[config.mk]
export PLATFORM = sky130hd
export DESIGN_NAME = ir_cache
export DESIGN_NICKNAME = d
export VERILOG_FILES = /design/src/rtl/ir_cache_pkg.sv /design/src/rtl/ir_cache_ram.sv /design/src/rtl/ir_cache.sv
export SDC_FILE = /design/constraint.sdc
export NUM_CORES = 2
export LEC_CHECK = 0
export CAP_MARGIN = 20
export CELL_PAD_IN_SITES_DETAIL_PLACEMENT = 0
export CELL_PAD_IN_SITES_GLOBAL_PLACEMENT = 1
export CORE_MARGIN = 10
export CORE_UTILIZATION = 40
export CTS_CLUSTER_SIZE = 8
export DETAILED_ROUTE_END_ITERATION = 8
export HOLD_SLACK_MARGIN = 0.08
export PLACE_DENSITY = 0.61
export SYNTH_ARGS = -nofsm -noshare
export SYNTH_HDL_FRONTEND = slang
export SYNTH_SLANG_ARGS = --single-unit
[constraint.sdc]
create_clock -name clk -period 2.88 [get_ports clk]
set_input_delay 0.72 -clock clk [delete_from_list [all_inputs] [get_ports clk]]
set_output_delay 0.72 -clock clk [all_outputs]
set_load 0.05 [all_outputs]
[src/rtl/ir_cache_pkg.sv]
// Shared definitions for the instruction cache: default widths, FSM state
// encodings and a helper for sizing index counters.
package ir_cache_pkg;

  localparam int DATA_WIDTH_DEF    = 8;
  localparam int IR_ADDR_WIDTH_DEF = 8;

  typedef enum logic [1:0] {
    ST_IDLE  = 2'd0,
    ST_FILL  = 2'd1,
    ST_READY = 2'd2
  } state_t;

  // Bits needed to index a table of 'depth' entries; never less than one.
  function automatic int idx_width(input int depth);
    return (depth > 1) ? $clog2(depth) : 1;
  endfunction

endpackage

[src/rtl/ir_cache_ram.sv]
// Instruction storage: one synchronous write port, one registered read port.
// The read register clears when the read is not enabled, so the owner can
// force the output word to zero; the array itself is never cleared.
module ir_cache_ram #(
  parameter int DATA_WIDTH = 8,
  parameter int DEPTH      = 256,
  parameter int AW         = 8
) (
  input  logic                  clk,
  input  logic                  rst_n,
  input  logic                  we,
  input  logic [AW-1:0]         waddr,
  input  logic [DATA_WIDTH-1:0] wdata,
  input  logic                  re,
  input  logic [AW-1:0]         raddr,
  output logic [DATA_WIDTH-1:0] rdata
);

  logic [DATA_WIDTH-1:0] mem [0:DEPTH-1];

  // Array write, only ever driven by the fill handshake.
  always_ff @(posedge clk) begin
    if (we) mem[waddr] <= wdata;
  end

  // Registered read; zero when disabled or in reset.
  always_ff @(posedge clk) begin
    if (!rst_n || !re) rdata <= '0;
    else               rdata <= mem[raddr];
  end

endmodule

[src/rtl/ir_cache.sv]
// Instruction cache: after reset (or a reload request) copies INIT_WORDS
// words from backing memory starting at MEM_BASE, then serves registered
// reads indexed by the decoder's instruction pointer.
//
// state    | meaning
// ---------+-----------------------------------------------------------
// ST_IDLE  | one-cycle pause before a fill starts
// ST_FILL  | requesting words from backing memory, one per ack
// ST_READY | table valid, reads served, o_init_done high
module ir_cache
  import ir_cache_pkg::*;
#(
  parameter int DATA_WIDTH     = DATA_WIDTH_DEF,
  parameter int IR_ADDR_WIDTH  = IR_ADDR_WIDTH_DEF,
  parameter int MEM_ADDR_WIDTH = 16,
  parameter int INIT_WORDS     = 256,
  parameter int MEM_BASE       = 0
) (
  input  logic                      clk,
  input  logic                      rst_n,
  input  logic                      i_reload,
  output logic                      o_mem_req,
  output logic [MEM_ADDR_WIDTH-1:0] o_mem_addr,
  input  logic                      i_mem_ack,
  input  logic [DATA_WIDTH-1:0]     i_mem_data,
  output logic                      o_init_done,
  input  logic [IR_ADDR_WIDTH-1:0]  i_irp,
  output logic [DATA_WIDTH-1:0]     o_data
);

  localparam int AW = idx_width(INIT_WORDS);
  localparam logic [AW-1:0]             LAST_IDX = AW'(INIT_WORDS - 1);
  localparam logic [IR_ADDR_WIDTH:0]    LIMIT    = (IR_ADDR_WIDTH + 1)'(INIT_WORDS);
  localparam logic [MEM_ADDR_WIDTH-1:0] BASE     = MEM_ADDR_WIDTH'(MEM_BASE);

  state_t        state;
  logic [AW-1:0] fill_idx;
  logic          wr_en;
  logic          rd_en;

  // An ack coinciding with reset is dropped so an aborted fill writes nothing.
  assign wr_en = rst_n && (state == ST_FILL) && i_mem_ack;

  // A reload request blanks the next output word along with o_init_done.
  assign rd_en = rst_n && (state == ST_READY) && !i_reload &&
                 ({1'b0, i_irp} < LIMIT);

  // Sequencer: fill index, memory request/address and completion flag.
  always_ff @(posedge clk) begin
    if (!rst_n) begin
      state       <= ST_IDLE;
      fill_idx    <= '0;
      o_mem_req   <= 1'b0;
      o_mem_addr  <= BASE;
      o_init_done <= 1'b0;
    end else begin
      case (state)
        ST_IDLE: begin
          state      <= ST_FILL;
          fill_idx   <= '0;
          o_mem_req  <= 1'b1;
          o_mem_addr <= BASE;
        end
        ST_FILL: begin
          if (i_mem_ack) begin
            if (fill_idx == LAST_IDX) begin
              // Index holds at the last entry rather than wrapping.
              state       <= ST_READY;
              o_mem_req   <= 1'b0;
              o_init_done <= 1'b1;
            end else begin
              fill_idx   <= fill_idx + 1'b1;
              o_mem_addr <= o_mem_addr + 1'b1;
            end
          end
        end
        ST_READY: begin
          if (i_reload) begin
            state       <= ST_IDLE;
            fill_idx    <= '0;
            o_mem_addr  <= BASE;
            o_init_done <= 1'b0;
          end
        end
        default: begin
          state       <= ST_IDLE;
          fill_idx    <= '0;
          o_mem_req   <= 1'b0;
          o_mem_addr  <= BASE;
          o_init_done <= 1'b0;
        end
      endcase
    end
  end

  ir_cache_ram #(
    .DATA_WIDTH (DATA_WIDTH),
    .DEPTH      (INIT_WORDS),
    .AW         (AW)
  ) u_ram (
    .clk   (clk),
    .rst_n (rst_n),
    .we    (wr_en),
    .waddr (fill_idx),
    .wdata (i_mem_data),
    .re    (rd_en),
    .raddr (i_irp[AW-1:0]),
    .rdata (o_data)
  );

endmodule

Word level (Yosys, flattened, before mapping):

Memories as Yosys holds them, arrays and structs flattened. A register that Yosys moved wholly into a read port is not among the register bits.
Cells that the tools add are included.

* order comparisons: 0
* muxes and demuxes: 21
* multipliers: 0
* shift-type cells: 0
* divide/modulo/power cells: 0
* bitwise logic cells: 2
* equal/unequal tests: 7
* reductions and logical operators: 13
* add/sub/neg operators: 2

Operators by type and width (count)
* 16-bit 2-to-1 mux: 3
* 16-bit one-hot mux with 2 select lines: 1
* 8-bit 2-to-1 mux: 3
* 16-bit by 1-bit adder with 16-bit output (second input constant): 1
* 8-bit one-hot mux with 2 select lines: 1
* 3-bit AND reduction: 3
* 8-bit by 1-bit adder with 8-bit output (second input constant): 1
* 8-bit equality test (second input constant): 1
* 1-bit 2-to-1 mux: 7
* 2-bit 2-to-1 mux: 3
* 2-bit != test (second input constant): 3
* 1-bit one-hot mux with 3 select lines: 2
* 2-bit one-hot mux with 3 select lines: 1
* 1-bit logical AND: 4
* 4-bit AND reduction: 1
* 1-bit logical NOT: 3
* 2-bit by 1-bit equality test with 1-bit output (second input constant): 1
* 2-bit equality test (second input constant): 1
* 2-bit logical NOT: 1
* 2-bit by 1-bit != test with 1-bit output (second input constant): 1
* 1-bit inverter: 2
* 1-bit logical OR: 1

* memories kept: 1
* latch bits: 0
* register bits after elaboration: 28
* output and inout port bits: 26
* ROM bits: 0
* memory bits (writable): 2048

Memory list
* u_ram.mem: depth 256, width 8, rd ports 1, clocked after memory_dff 1, write ports 1, line ir_cache_ram.sv:19 `logic [DATA_WIDTH-1:0] mem [0:DEPTH-1];`

Logic depth before layout (Yosys ltp):

* word-level depth: 5
* depth in mapped cells: 12

Modules after synthesis:

A second synthesis with hierarchy kept.

* cells, all modules: 4164
* area, all modules: 82116.3 um2

By module, submodules not included
* ir_cache_ram: area each 80558.5 um2, times used 1, cells an instance 3980
* ir_cache: area each 1557.7 um2, times used 1, cells an instance 184

Least setup slack after synthesis:

OpenSTA, ideal clock, no wires.

* path type: input to register
* start: input i_irp[0]
* end: register u_ram.rdata[6], read port of u_ram.mem
* buffers on the path: 4
* path slack: 0.390 ns
* stages on the path: 9
* arrival time: 2.369 ns
* required time: 2.759 ns
* path through: buf_6 > buf_12 > buf_8 > buf_8 > mux4_2 > a2111oi_0 > nor3_1 > nand3_1 > o22ai_1

RTL lines
* start, declared: line ir_cache.sv:27 `input logic [IR_ADDR_WIDTH-1:0] i_irp,`
* end, declared: line ir_cache_ram.sv:16 `output logic [DATA_WIDTH-1:0] rdata`

==> impl_metrics.yaml <==
final_layout:
  layout-drive-gt1-share: 0.3095
  fillers: 16870
  nets: 5179
  post-route-cell-area_um2: 100600
  syn2layout_area_growth_pct: 22.15
pwr:
  ir_drop_mv: 0.7549
  total_power_uw: 68500
  seqPwrFrac: 0.487
  p_sw_frac: 0.2087
  p_clk_frac: 0.462
  internal-power_uw: 54210
  p_per_area_nw_per_um2: 681.1
  pwr-share-comb: 0.051
  p_leak_uw: 0.03389
  netSwitchingPower_uw: 14290
timing:
  hold_violations: 0
  max_slew_margin: 0.2450
  holdWs_ns: 0.2731
  drv_slew: 0
  tns_ns: 0
  fin_crit_ns: 2.879
  fin_crit_sh: 0.9997
  rsz0062_at_grt: "false"
  worstMarginPinSlew_ns: 1.126
  setup_viol_count_final: 0
  clock_skew_ns: 0.06196
  max_freq_mhz: 347.3
critical_path:
  cp-startpoint: "i_irp[0]"
  arrival_ns: 3.66
  r2r_slack_ns: 0.12
  required_ns: 3.66
  critPathKind: "primary input to flop"
  startpoint_type: "primary input"
  cp_common_cell: "buf_12"
  worstPathCellList: "buf_8 > buf_12 > buf_12 > buf_4 > mux4_1 > o311ai_0 > a211oi_1 > nand3_1 > o22ai_1"
  crit_fanout: 12
  crit_path_end_kind: "flop"
  slowest_delay_ns: 0.83
  reg2reg_from: "state[0]$_SDFFE_PN0P_"
  cp_slowest_cell: "o311ai_0"
floorplanning:
  core_um2: 204800
  die_x_um: 473.7
  ios: 46
  dieArea_um2: 224400
  fp.dieH_um: 473.7
  initial_core_util: 0.4020
  rows: 166
route:
  wl_met2_mm: 115.5
  drt_wl_total_mm: 248.4
  drt-initial-drc-count: 5327
  drc: 0
  post_drt_via_cell_ratio: 5.756
  topRoutingLayerUsed: "met5"
  vias: 45540
  first_pass_iters: 5
  post_drt_wl_per_cell_um: 31.40
  met3WireLength_mm: 18.38
  postRouteAntennaNets: 0
  drt-met1-wl_mm: 106.3
grt:
  grt_pass1_wl_mm: 351.0
  grt_pass1_vias: 45500
  grt_overflow: 0
  track_usage: 0.2185
  antenna_found_initial: 9
  grt_max_degree: 111
clocking:
  cts_tree: "built"
  clock_sinks: 2084
  cts_buffers: 311
  cts.path.max_buffers: 4
  root_buffer: "clkbuf_16"
  cts-hold-fix-buffers: 0
  htree_levels: 5
  clkSlewWorstSetupHoldPaths_ns: 0.05
  cts_setup_buffers: 0
  clk-insertion-delay-late_ns: 0.91
synth:
  synth_cell_types: 73
  netlist_area_um2: 82330
  syn_inst: 4136
  syn_nets: 4161
  async_reset_ff_frac: 0
  avgSynthCellArea_um2: 19.91
  synth_ff_type: "edfxtp_1"
  ys_warn_count: 0
  ys_ff_latch: 2084
  synth_edf_count: 2048
  ys_seq_area_frac: 0.7557
min_path:
  hold_path_class: "primary input to flop"
  min_from: "i_mem_data[0]"
outcome:
  outcome: "finished, final reports clean"
place:
  hpwl_mm: 168.3
  gp_congestion: 0.9063
  port_buffers: 45
  place_area_um2: 92350
flow_run:
  drv_cap: 0
-- power by group through the flow --
stage | Combinational [uW] | Sequential [uW] | Clock [uW]
after floorplan | 1540 | 34000 | 0
after global placement | 3460 | 33900 | 0
after detailed placement | 3480 | 33900 | 0
after CTS | 3490 | 33400 | 32200
after global routing | 3630 | 33300 | 33500
final | 3480 | 33400 | 31600
-- Yosys cell counts (all sizes together) (3+ instances only) --
cell     instances  share of area
edfxtp        2048           0.75
mux4           394           0.11
nor2           323          0.015
mux2i          255          0.031
buf            141          0.017
clkbuf         120         0.0076
nor3            87         0.0053
nand2           85         0.0039
o221ai          84         0.0092
a21oi           71         0.0043
o22ai           66         0.0051
nand3           61         0.0037
a211oi          56         0.0051
o21ai           48         0.0029
and2            38         0.0029
dfxtp           36         0.0088
nor4            33         0.0026
nand4           30         0.0024
a2111oi         16         0.0022
nor2b           16         0.0012
a22oi           14         0.0013
or3             13         0.0010
xor2            12         0.0013
xnor2            8        0.00085
and3             7        0.00053
inv              7        0.00032
mux2             6        0.00082
o31ai            6        0.00055
a221oi           5        0.00053
ha               5        0.00076
o311ai           5        0.00053
nand2b           4        0.00030
nor3b            4        0.00036
and3b            3        0.00032
nand3b           3        0.00036
o21a             3        0.00027
-- timing repair --
item,CTS,global route
endpoints found under the setup margin,20,3
pin swaps,0,0
cloned,0,0
resized for setup,21,3
-- cells in the final DEF (no fill, tap or decap), drive strengths merged, types with 36 or more instances in the layout --
cell    count
o221ai     84
o21ai      48
a21oi      71
edfxtp   2048
clkbuf    378
nand3      61
buf       927
nor2      323
mux4      394
dfxtp      36
nand2      85
nor3       87
o22ai      66
and2       38
mux2i     255
a211oi     56
-- path summary, 6_finish.rpt --
path | end | depth (start not counted)
max | u_ram.rdata[6]$_SDFF_PP0_ | 9
min reg2reg | o_mem_addr[1]$_SDFFE_PN0P_ | 2
min | u_ram.mem[101][0]$_DFFE_PP_ | 1
max reg2reg | u_ram.rdata[6]$_SDFF_PP0_ | 7
-- critical path: cells and delay by family --
family	cells	cell delay [ns]
multiplexers	1	0.60
AO/OA/AOI/OAI	3	1.17
AND/OR/NAND/NOR	1	0.33
buffers and inverters	4	0.77
-- final cells by class --
class	instances	area, um^2	share of cell area
Inverter	7	28.78	0.0002862
Sequential cell	2084	62220	0.6187
Clock inverter	8	75.07	0.0007465
Clock buffer	372	8149	0.08103
Tap cell	2688	3363	0.03344
Timing Repair Buffer	966	8586	0.08537
Multi-Input combinational cell	1784	18140	0.1804
Antenna cell	3	7.507	0.00007465
-- flip-flops by register name (all words and copies together), names as in the netlist --
| signal | count |
|---|---|
| u_ram.mem | 2048 |
| o_mem_addr | 16 |
| o_init_done | 1 |
| fill_idx | 8 |
| state | 2 |
| o_mem_req | 1 |
| u_ram.rdata | 8 |
-- per-stage QoR --
stage	cells	setup slack [ns]	utilization
5_1_grt	7911	0.009255	0.4911
6_report	7912	0.0009404	0.4911
3_5_place_dp	7529	-0.9233	0.4510
3_3_place_gp	7529	-0.9397	0.4510
4_1_cts	7909	0.002097	0.4910
2_1_floorplan	4136	0.3897	-
-- layer usage --
metal / up-vias / track usage
met3: 410 / 0.04015
met1: 24130 / 0.3121
met2: 1906 / 0.3400
li1: 19090 / -
met5: - / 0
met4: 4 / 0.07032
-- logic make-up after synthesis --
logic type / synth area share
buffers and inverters: 0.02457
muxes: 0.1430
DFF: 0.7557
and+or+nand+nor: 0.04062
xor gates and xnor gates: 0.002128
adders and majority gates: 0.0007599
AOI/OAI and AO/OA: 0.03322
(Power assumes the default switching activity.)
